File: config.mk
export PLATFORM = sky130hd
export DESIGN_NAME = dct8_mac_engine
export DESIGN_NICKNAME = d
export VERILOG_FILES = /design/src/rtl/dct_pkg.sv /design/src/rtl/dct8_coef_rom.sv /design/src/rtl/dct8_mac_engine.sv
export SDC_FILE = /design/constraint.sdc
export NUM_CORES = 1
export LEC_CHECK = 0
export ABC_AREA = 1
export ABC_CLOCK_PERIOD_IN_PS = 8500
export BUFFER_PORTS_ARGS = -buffer_cell sky130_fd_sc_hd__buf_2
export CELL_PAD_IN_SITES_DETAIL_PLACEMENT = 2
export CELL_PAD_IN_SITES_GLOBAL_PLACEMENT = 2
export CORE_MARGIN = 2
export CORE_UTILIZATION = 37
export DETAILED_ROUTE_END_ITERATION = 16
export PLACE_DENSITY = 0.91
export REMOVE_ABC_BUFFERS = 1
export SYNTH_ARGS = -nofsm -noshare
export SYNTH_HDL_FRONTEND = slang
export SYNTH_SLANG_ARGS = --single-unit
File: constraint.sdc
create_clock -name clock -period 8.5 [get_ports clock]
set_input_delay 1.7 -clock clock [delete_from_list [all_inputs] [get_ports clock]]
set_output_delay 1.7 -clock clock [all_outputs]
set_load 0.05 [all_outputs]
File: src/rtl/dct_pkg.sv
// rtl/dct_pkg.sv - Q14 DCT-II coefficient table, coefficient scaling helper and FSM states
package dct_pkg;

  localparam int COEF_Q = 14;

  // Entry [8*k + n] = round(2^14 * 0.5 * c(k) * cos((2n+1)k*pi/16)).
  localparam int COEF_Q14 [64] = '{
     5793,  5793,  5793,  5793,  5793,  5793,  5793,  5793,
     8035,  6811,  4551,  1598, -1598, -4551, -6811, -8035,
     7568,  3135, -3135, -7568, -7568, -3135,  3135,  7568,
     6811, -1598, -8035, -4551,  4551,  8035,  1598, -6811,
     5793, -5793, -5793,  5793,  5793, -5793, -5793,  5793,
     4551, -8035,  1598,  6811, -6811, -1598,  8035, -4551,
     3135, -7568,  7568, -3135, -3135,  7568, -7568,  3135,
     1598, -4551,  6811, -8035,  8035, -6811,  4551, -1598
  };

  typedef enum logic [2:0] {
    ST_IDLE  = 3'd0,
    ST_LOAD  = 3'd1,
    ST_MAC   = 3'd2,
    ST_WRITE = 3'd3,
    ST_DONE  = 3'd4
  } state_t;

  // Round-half-up reduction of a Q14 entry to frac fractional bits.
  function automatic int coef_scale(input int q14, input int frac);
    int sh;
    sh = COEF_Q - frac;
    if (sh <= 0) return q14;
    return (q14 + (1 <<< (sh - 1))) >>> sh;
  endfunction

endpackage

File: src/rtl/dct8_coef_rom.sv
// rtl/dct8_coef_rom.sv - combinational (k, n) to C[k][n] coefficient lookup
module dct8_coef_rom
  import dct_pkg::*;
#(
  parameter int COEF_FRAC = 7
) (
  input  logic [2:0]               k,
  input  logic [2:0]               n,
  output logic signed [COEF_FRAC+1:0] coef
);

  localparam int CW = COEF_FRAC + 2;

  logic signed [CW-1:0] table_c [64];

  for (genvar i = 0; i < 64; i++) begin : g_tab
    assign table_c[i] = CW'(coef_scale(COEF_Q14[i], COEF_FRAC));
  end

  assign coef = table_c[{k, n}];

endmodule

File: src/rtl/dct8_mac_engine.sv
// rtl/dct8_mac_engine.sv - 8-point DCT-II on one time-shared MAC; DCT8_SATURATE_EN clamps results
module dct8_mac_engine
  import dct_pkg::*;
#(
  parameter int IN_WIDTH   = 8,
  parameter int OUT_WIDTH  = 16,
  parameter int COEF_FRAC  = 7,
  parameter int ADDR_WIDTH = 6
) (
  input  logic                         clock,
  input  logic                         nreset,
  input  logic                         start,
  input  logic [ADDR_WIDTH-1:0]        in_base,
  input  logic [ADDR_WIDTH-1:0]        in_stride,
  input  logic [ADDR_WIDTH-1:0]        out_base,
  input  logic [ADDR_WIDTH-1:0]        out_stride,
  output logic [ADDR_WIDTH-1:0]        fetch_addr,
  input  logic signed [IN_WIDTH-1:0]   fetch_data,
  output logic                         fetch_clk,
  output logic signed [OUT_WIDTH-1:0]  result_out,
  output logic [ADDR_WIDTH-1:0]        result_addr,
  output logic                         result_wren,
  output logic                         result_clk,
  output logic                         busy,
  output logic                         done
);

  localparam int CW = COEF_FRAC + 2;
  localparam int PW = IN_WIDTH + CW;
  localparam int AW = IN_WIDTH + COEF_FRAC + 5;
  localparam int RW = IN_WIDTH + 5;
  localparam logic signed [AW-1:0] HALF = AW'(longint'(1) <<< (COEF_FRAC - 1));

  state_t                  state;
  logic [3:0]              cnt;
  logic [2:0]              k_idx;
  logic [ADDR_WIDTH-1:0]   in_step;
  logic [ADDR_WIDTH-1:0]   out_step;
  logic [ADDR_WIDTH-1:0]   out_ptr;
  logic signed [IN_WIDTH-1:0] x [8];
  logic signed [AW-1:0]    acc;
  logic signed [CW-1:0]    coef;
  logic signed [PW-1:0]    prod;
  logic signed [AW-1:0]    acc_sum;
  logic signed [RW-1:0]    rounded;
  logic signed [OUT_WIDTH-1:0] wr_value;

  assign fetch_clk  = clock;
  assign result_clk = clock;

  dct8_coef_rom #(.COEF_FRAC(COEF_FRAC)) u_rom (
    .k    (k_idx),
    .n    (cnt[2:0]),
    .coef (coef)
  );

  assign prod    = PW'(x[cnt[2:0]]) * PW'(coef);
  assign acc_sum = acc + AW'(prod);

  // Value for the write of output k, formed from the sum including the final term.
  always_comb begin
    rounded = RW'((acc_sum + HALF) >>> COEF_FRAC);
`ifdef DCT8_SATURATE_EN
    if (longint'(rounded) > (longint'(1) <<< (OUT_WIDTH - 1)) - 1)
      wr_value = {1'b0, {(OUT_WIDTH-1){1'b1}}};
    else if (longint'(rounded) < -(longint'(1) <<< (OUT_WIDTH - 1)))
      wr_value = {1'b1, {(OUT_WIDTH-1){1'b0}}};
    else
      wr_value = OUT_WIDTH'(rounded);
`else
    wr_value = OUT_WIDTH'(rounded);
`endif
  end

  always_ff @(posedge clock) begin
    if (!nreset) begin
      state       <= ST_IDLE;
      cnt         <= '0;
      k_idx       <= '0;
      in_step     <= '0;
      out_step    <= '0;
      out_ptr     <= '0;
      acc         <= '0;
      fetch_addr  <= '0;
      result_out  <= '0;
      result_addr <= '0;
      result_wren <= 1'b0;
      busy        <= 1'b0;
      done        <= 1'b0;
      for (int i = 0; i < 8; i++) x[i] <= '0;
    end else begin
      case (state)
        ST_IDLE: begin
          if (start) begin
            fetch_addr <= in_base;
            in_step    <= in_stride;
            out_ptr    <= out_base;
            out_step   <= out_stride;
            cnt        <= '0;
            k_idx      <= '0;
            busy       <= 1'b1;
            state      <= ST_LOAD;
          end
        end
        ST_LOAD: begin
          // Read data lags its address by one cycle, so cycle cnt captures sample cnt-1.
          if (cnt != 4'd0) x[cnt[2:0] - 3'd1] <= fetch_data;
          if (cnt < 4'd7) fetch_addr <= fetch_addr + in_step;
          if (cnt == 4'd8) begin
            cnt   <= '0;
            state <= ST_MAC;
          end else begin
            cnt <= cnt + 4'd1;
          end
        end
        ST_MAC: begin
          if (cnt[2:0] == 3'd7) begin
            result_out  <= wr_value;
            result_addr <= out_ptr;
            out_ptr     <= out_ptr + out_step;
            result_wren <= 1'b1;
            acc         <= '0;
            cnt         <= '0;
            state       <= ST_WRITE;
          end else begin
            acc <= acc_sum;
            cnt <= cnt + 4'd1;
          end
        end
        ST_WRITE: begin
          result_wren <= 1'b0;
          if (k_idx == 3'd7) begin
            busy  <= 1'b0;
            done  <= 1'b1;
            state <= ST_DONE;
          end else begin
            k_idx <= k_idx + 3'd1;
            state <= ST_MAC;
          end
        end
        ST_DONE: begin
          done  <= 1'b0;
          state <= ST_IDLE;
        end
        default: state <= ST_IDLE;
      endcase
    end
  end

endmodule
-- Word-level counts from Yosys, hierarchy flattened
Memories as Yosys holds them, arrays and structs flattened. A register that Yosys moved wholly into a read port is not among the register bits.
Index checks and enable logic that the tools add are counted.
- $add $sub $neg: 7
- $mul: 1
- div/mod/pow operators: 0
- magnitude comparators: 2
- equality and inequality tests: 13
- shift operators: 0
- mux-type cells: 38
- bitwise gates (word level): 1
- reductions and logical operators: 19
- operators by type and width (kind ; count):
    3-bit 2-to-1 mux ; 9
    6-bit 2-to-1 mux ; 4
    6-bit one-hot mux with 2 select lines ; 2
    20-bit by 17-bit adder with 20-bit output ; 1
    20-bit by 8-bit adder with 20-bit output (second input constant) ; 1
    20-bit 2-to-1 mux ; 1
    9-bit 2-to-1 mux ; 2
    8-bit by 9-bit multiplier with 17-bit output ; 1
    3-bit AND reduction ; 5
    6-bit adder ; 2
    4-bit 2-to-1 mux ; 3
    2-bit != test (second input constant) ; 6
    3-bit one-hot mux with 4 select lines ; 1
    4-bit one-hot mux with 3 select lines ; 1
    1-bit 2-to-1 mux ; 10
    2-bit AND reduction ; 5
    2-bit nonzero test ; 5
    3-bit == test (second input constant) ; 3
    8-bit 2-to-1 mux ; 1
    8-bit OR reduction ; 1
    7-bit greater-or-equal comparator (second input constant) ; 1
    6-bit NOT with 7-bit output ; 1
    3-bit by 2-bit == test with 1-bit output (second input constant) ; 2
    1-bit one-hot mux with 2 select lines ; 3
    other kinds (10) ; 10
- register bits after elaboration: 76
- latch bits: 0
- memory bits (writable): 64
- ROM bits: 576
- input bits: 35
- word-level logic and storage cells: 96
- memories kept: 2
- memories (memory ; depth ; width ; rd ports ; clocked after memory_dff ; wr ports ; line ; RTL):
    (name not given) ; 64 ; 9 ; 1 ; 0 ; 0 ; dct8_coef_rom.sv:20 ; assign coef = table_c[{k, n}];
    x ; 8 ; 8 ; 1 ; 1 ; 8 ; dct8_mac_engine.sv:40 ; logic signed [IN_WIDTH-1:0] x [8];

-- Longest topological paths before layout
- depth in word-level cells: 7
- gate-level depth with buffers: 38
- depth with buffers taken out: 38

-- Modules after synthesis
From an unflattened synthesis, not the netlist that was laid out.
- cells, all modules: 1445
- area total of the unflattened synthesis: 11379.7 µm²
- by module, submodules not included (module ; instances ; cells an instance ; area an instance (µm²)):
    dct8_mac_engine ; 1 ; 1297 ; 10567.6
    dct8_coef_rom ; 1 ; 148 ; 812.0

==> results.cfg <==
[run_status]
status = completed

[setup_path]
required_ns = 8.97
end_kind = flip-flop
crit_buf_inv = 9
critPathArrivalTime_ns = 8.70
cp_slowest_cell = fa_1
crit_path_start_kind = flip-flop
r2r_start = cnt[1]$_SDFFE_PN0P_
crit_path_max_fanout = 14
crit_cells = 34
crit_family = adder cells
reg2reg_depth = 34
max_stage_delay_ns = 0.59
startpoint = cnt[1]$_SDFFE_PN0P_
crit_type = flip-flop to flip-flop

[detailed_routing]
vias_per_cell = 5.58
wl_um = 46500
first_pass_iters = 5
drt_iter0_drc = 727
drtAntennaViolNets = 0
via_count = 10322
drc_errors = 0
routedWlPerCell_um = 25.1

[logic_synthesis]
synth.avg_cell_area_um2 = 7.93
async_flop_share_pct = 0
synthFlopType = dfxtp_1
synth_largest_area_cell = edfxtp_1
yosys.area.top_type_share_pct = 17.5
synth-seq-cells = 143
synth-seq-area-share_pct = 31.8
synth_edf_count = 64
ys.warnings.count = 0
synth_cells = 1387
synth_area_um2 = 11000
synth.area.top_cells = edfxtp_1, fa_1, dfxtp_1, nand2_1, ha_1
ys_types = 46

[global_route]
grt_pass1_wl_um = 72100
track_usage_pct = 31.0
antenna_found_initial = 0
grt_pass1_vias = 12113
grt_max_degree = 55
grt.overflow.total = 0

[timing]
tightest_slew_ns = 1.08
finalSetupTns_ns = 0
finalCritPeriodShare_pct = 96.8
clock_skew_ns = 0.0157
hold_viol = 0
rsz0062_at_grt = no
setup_viol_count_final = 0
fin_crit_ns = 8.23
clock.fmax_mhz = 122
report.final.slew_viol_count = 0
max_slew_margin_pct = 27.7

[clock_network]
cts.clk_slew.worst_paths_ns = 0.08
postCtsResizedCells = 0
cts_setup_buffers = 0
cts_tree = yes
hold_buffers = 0
clk_latency_ns = 0.59

[layout]
finalNetCount = 1641
area_growth_pct = 12.7
drive_gt1_share_pct = 10.1
diodes = 0

[die]
fp.dieH_um = 176
core_region_area_um2 = 29500
die_w_um = 176
top_level_ports = 68
start_util_pct = 37.3
placementRows = 63
dieArea_um2 = 31100

[hold_path]
hold_depth = 2
min_path_type = flip-flop to flip-flop
hp-start = result_addr[5]$_SDFFE_PN0P_

[placed_design]
hpwl_um = 31000
routabilityCongestion = 0.884
port_buffers = 67

[run]
max_cap_violations = 0
[layer usage]
| layer | wire length, µm | up-vias | GRT usage [%] |
|---|---|---|---|
| met5 | 0 | - | 0 |
| met3 | 1930 | 155 | 4.97 |
| met1 | 17900 | 5271 | 34.4 |
| li1 | - | 4532 | - |
| met2 | 24300 | 364 | 56.7 |
| met4 | 2290 | 0 | 16.1 |
[through the flow]
stage	instances	util (%)	worst slack, ns	instance area [µm²]	hold WS, ns
6_report	1849	42.1	0.273	12400	0.470
5_1_grt	1849	42.1	0.00333	12400	0.504
4_1_cts	1849	42.1	0.214	12400	0.476
3_5_place_dp	1813	39.7	0.629	11700	0.463
3_3_place_gp	1813	39.7	1.25	11700	0.452
2_1_floorplan	1349	-	1.45	10800	0.445
[cell families (layout without fill, tap and decap cells)]
kind of cell / after synthesis / after routing / synth area share (%)
XOR/XNOR: 16 / 16 / 1.34
AO/OA/AOI/OAI: 188 / 188 / 10.4
adder cells (fa/ha/maj): 160 / 160 / 24.2
AND/OR/NAND/NOR: 620 / 620 / 23.1
flip-flops: 143 / 143 / 31.8
buffers and inverters: 260 / 332 / 9.14
[area by class of cell]
type	instances	area, µm²
Clock buffer	23	536
Clock inverter	15	164
Fill cell	3360	17100
Inverter	222	833
Multi-Input combinational cell	984	6500
Sequential cell	143	3510
Tap cell	390	488
Timing Repair Buffer	72	378
[final timing paths]
| path | slack [ns] | to |
|---|---|---|
| worst max-delay path | 0.27 | result_out[7]$_SDFFE_PN0P_ |
| worst min-delay path | 0.47 | result_addr[5]$_SDFFE_PN0P_ |
| worst max register to register | 0.27 | result_out[7]$_SDFFE_PN0P_ |
| worst min register to register | 0.47 | result_addr[5]$_SDFFE_PN0P_ |
[synthesized netlist by cell type (4+ instances only)]
| library cell | number |
|---|---|
| nand2_1 | 361 |
| inv_1 | 216 |
| nor2_1 | 157 |
| a21oi_1 | 93 |
| fa_1 | 88 |
| dfxtp_1 | 79 |
| ha_1 | 72 |
| edfxtp_1 | 64 |
| nand3_1 | 56 |
| o21ai_0 | 33 |
| clkbuf_1 | 24 |
| nand2_2 | 14 |
| a32o_1 | 12 |
| nand4_1 | 12 |
| xor2_1 | 12 |
| buf_2 | 9 |
| a31oi_1 | 8 |
| a211oi_1 | 7 |
| o211ai_1 | 7 |
| o21a_1 | 6 |
| buf_4 | 5 |
| nor2_2 | 5 |
| o21bai_1 | 5 |
| or2_2 | 5 |
| o221ai_1 | 4 |
[flip-flops by register name, indices dropped and copies added, names as in the netlist, named ones only]
| signal | flops |
|---|---|
| result_addr | 6 |
| done | 1 |
| k_idx | 3 |
| out_step | 6 |
| fetch_addr | 6 |
| x | 64 |
| state | 3 |
| busy | 1 |
| out_ptr | 6 |
| in_step | 6 |
| cnt | 4 |
| result_wren | 1 |
| acc | 20 |
| result_out | 13 |
[cells in the final DEF (no fill, tap or decap), types with 3 or more instances in the layout]
cell | synthesis | routed
o21a_1 | 6 | 6
ha_1 | 72 | 72
xnor2_1 | 3 | 3
inv_2 | 3 | 3
inv_6 | 0 | 4
clkinv_1 | 3 | 3
a211oi_1 | 7 | 7
nand2_1 | 361 | 360
xor2_1 | 12 | 12
a21oi_1 | 93 | 93
buf_2 | 9 | 67
o211ai_1 | 7 | 7
clkbuf_16 | 0 | 21
nor2_1 | 157 | 156
nand4_1 | 12 | 12
nand2_2 | 14 | 15
edfxtp_1 | 64 | 64
fa_1 | 88 | 88
nor2_2 | 5 | 6
nand3_1 | 56 | 56
o21ai_0 | 33 | 33
o21bai_1 | 5 | 5
buf_4 | 5 | 7
inv_1 | 216 | 216
or2_2 | 5 | 5
a32o_1 | 12 | 12
inv_8 | 0 | 7
a31oi_1 | 8 | 8
o221ai_1 | 4 | 4
dfxtp_1 | 79 | 77
[tightest hold or removal path: stages (launching register included)]
cell	delay, ns
dfxtp_1	0.31
nand2_1	0.06
a21oi_1	0.06
Power is not shown: default switching activity piles up to over one toggle a cycle in this logic, so the estimate is an artifact.
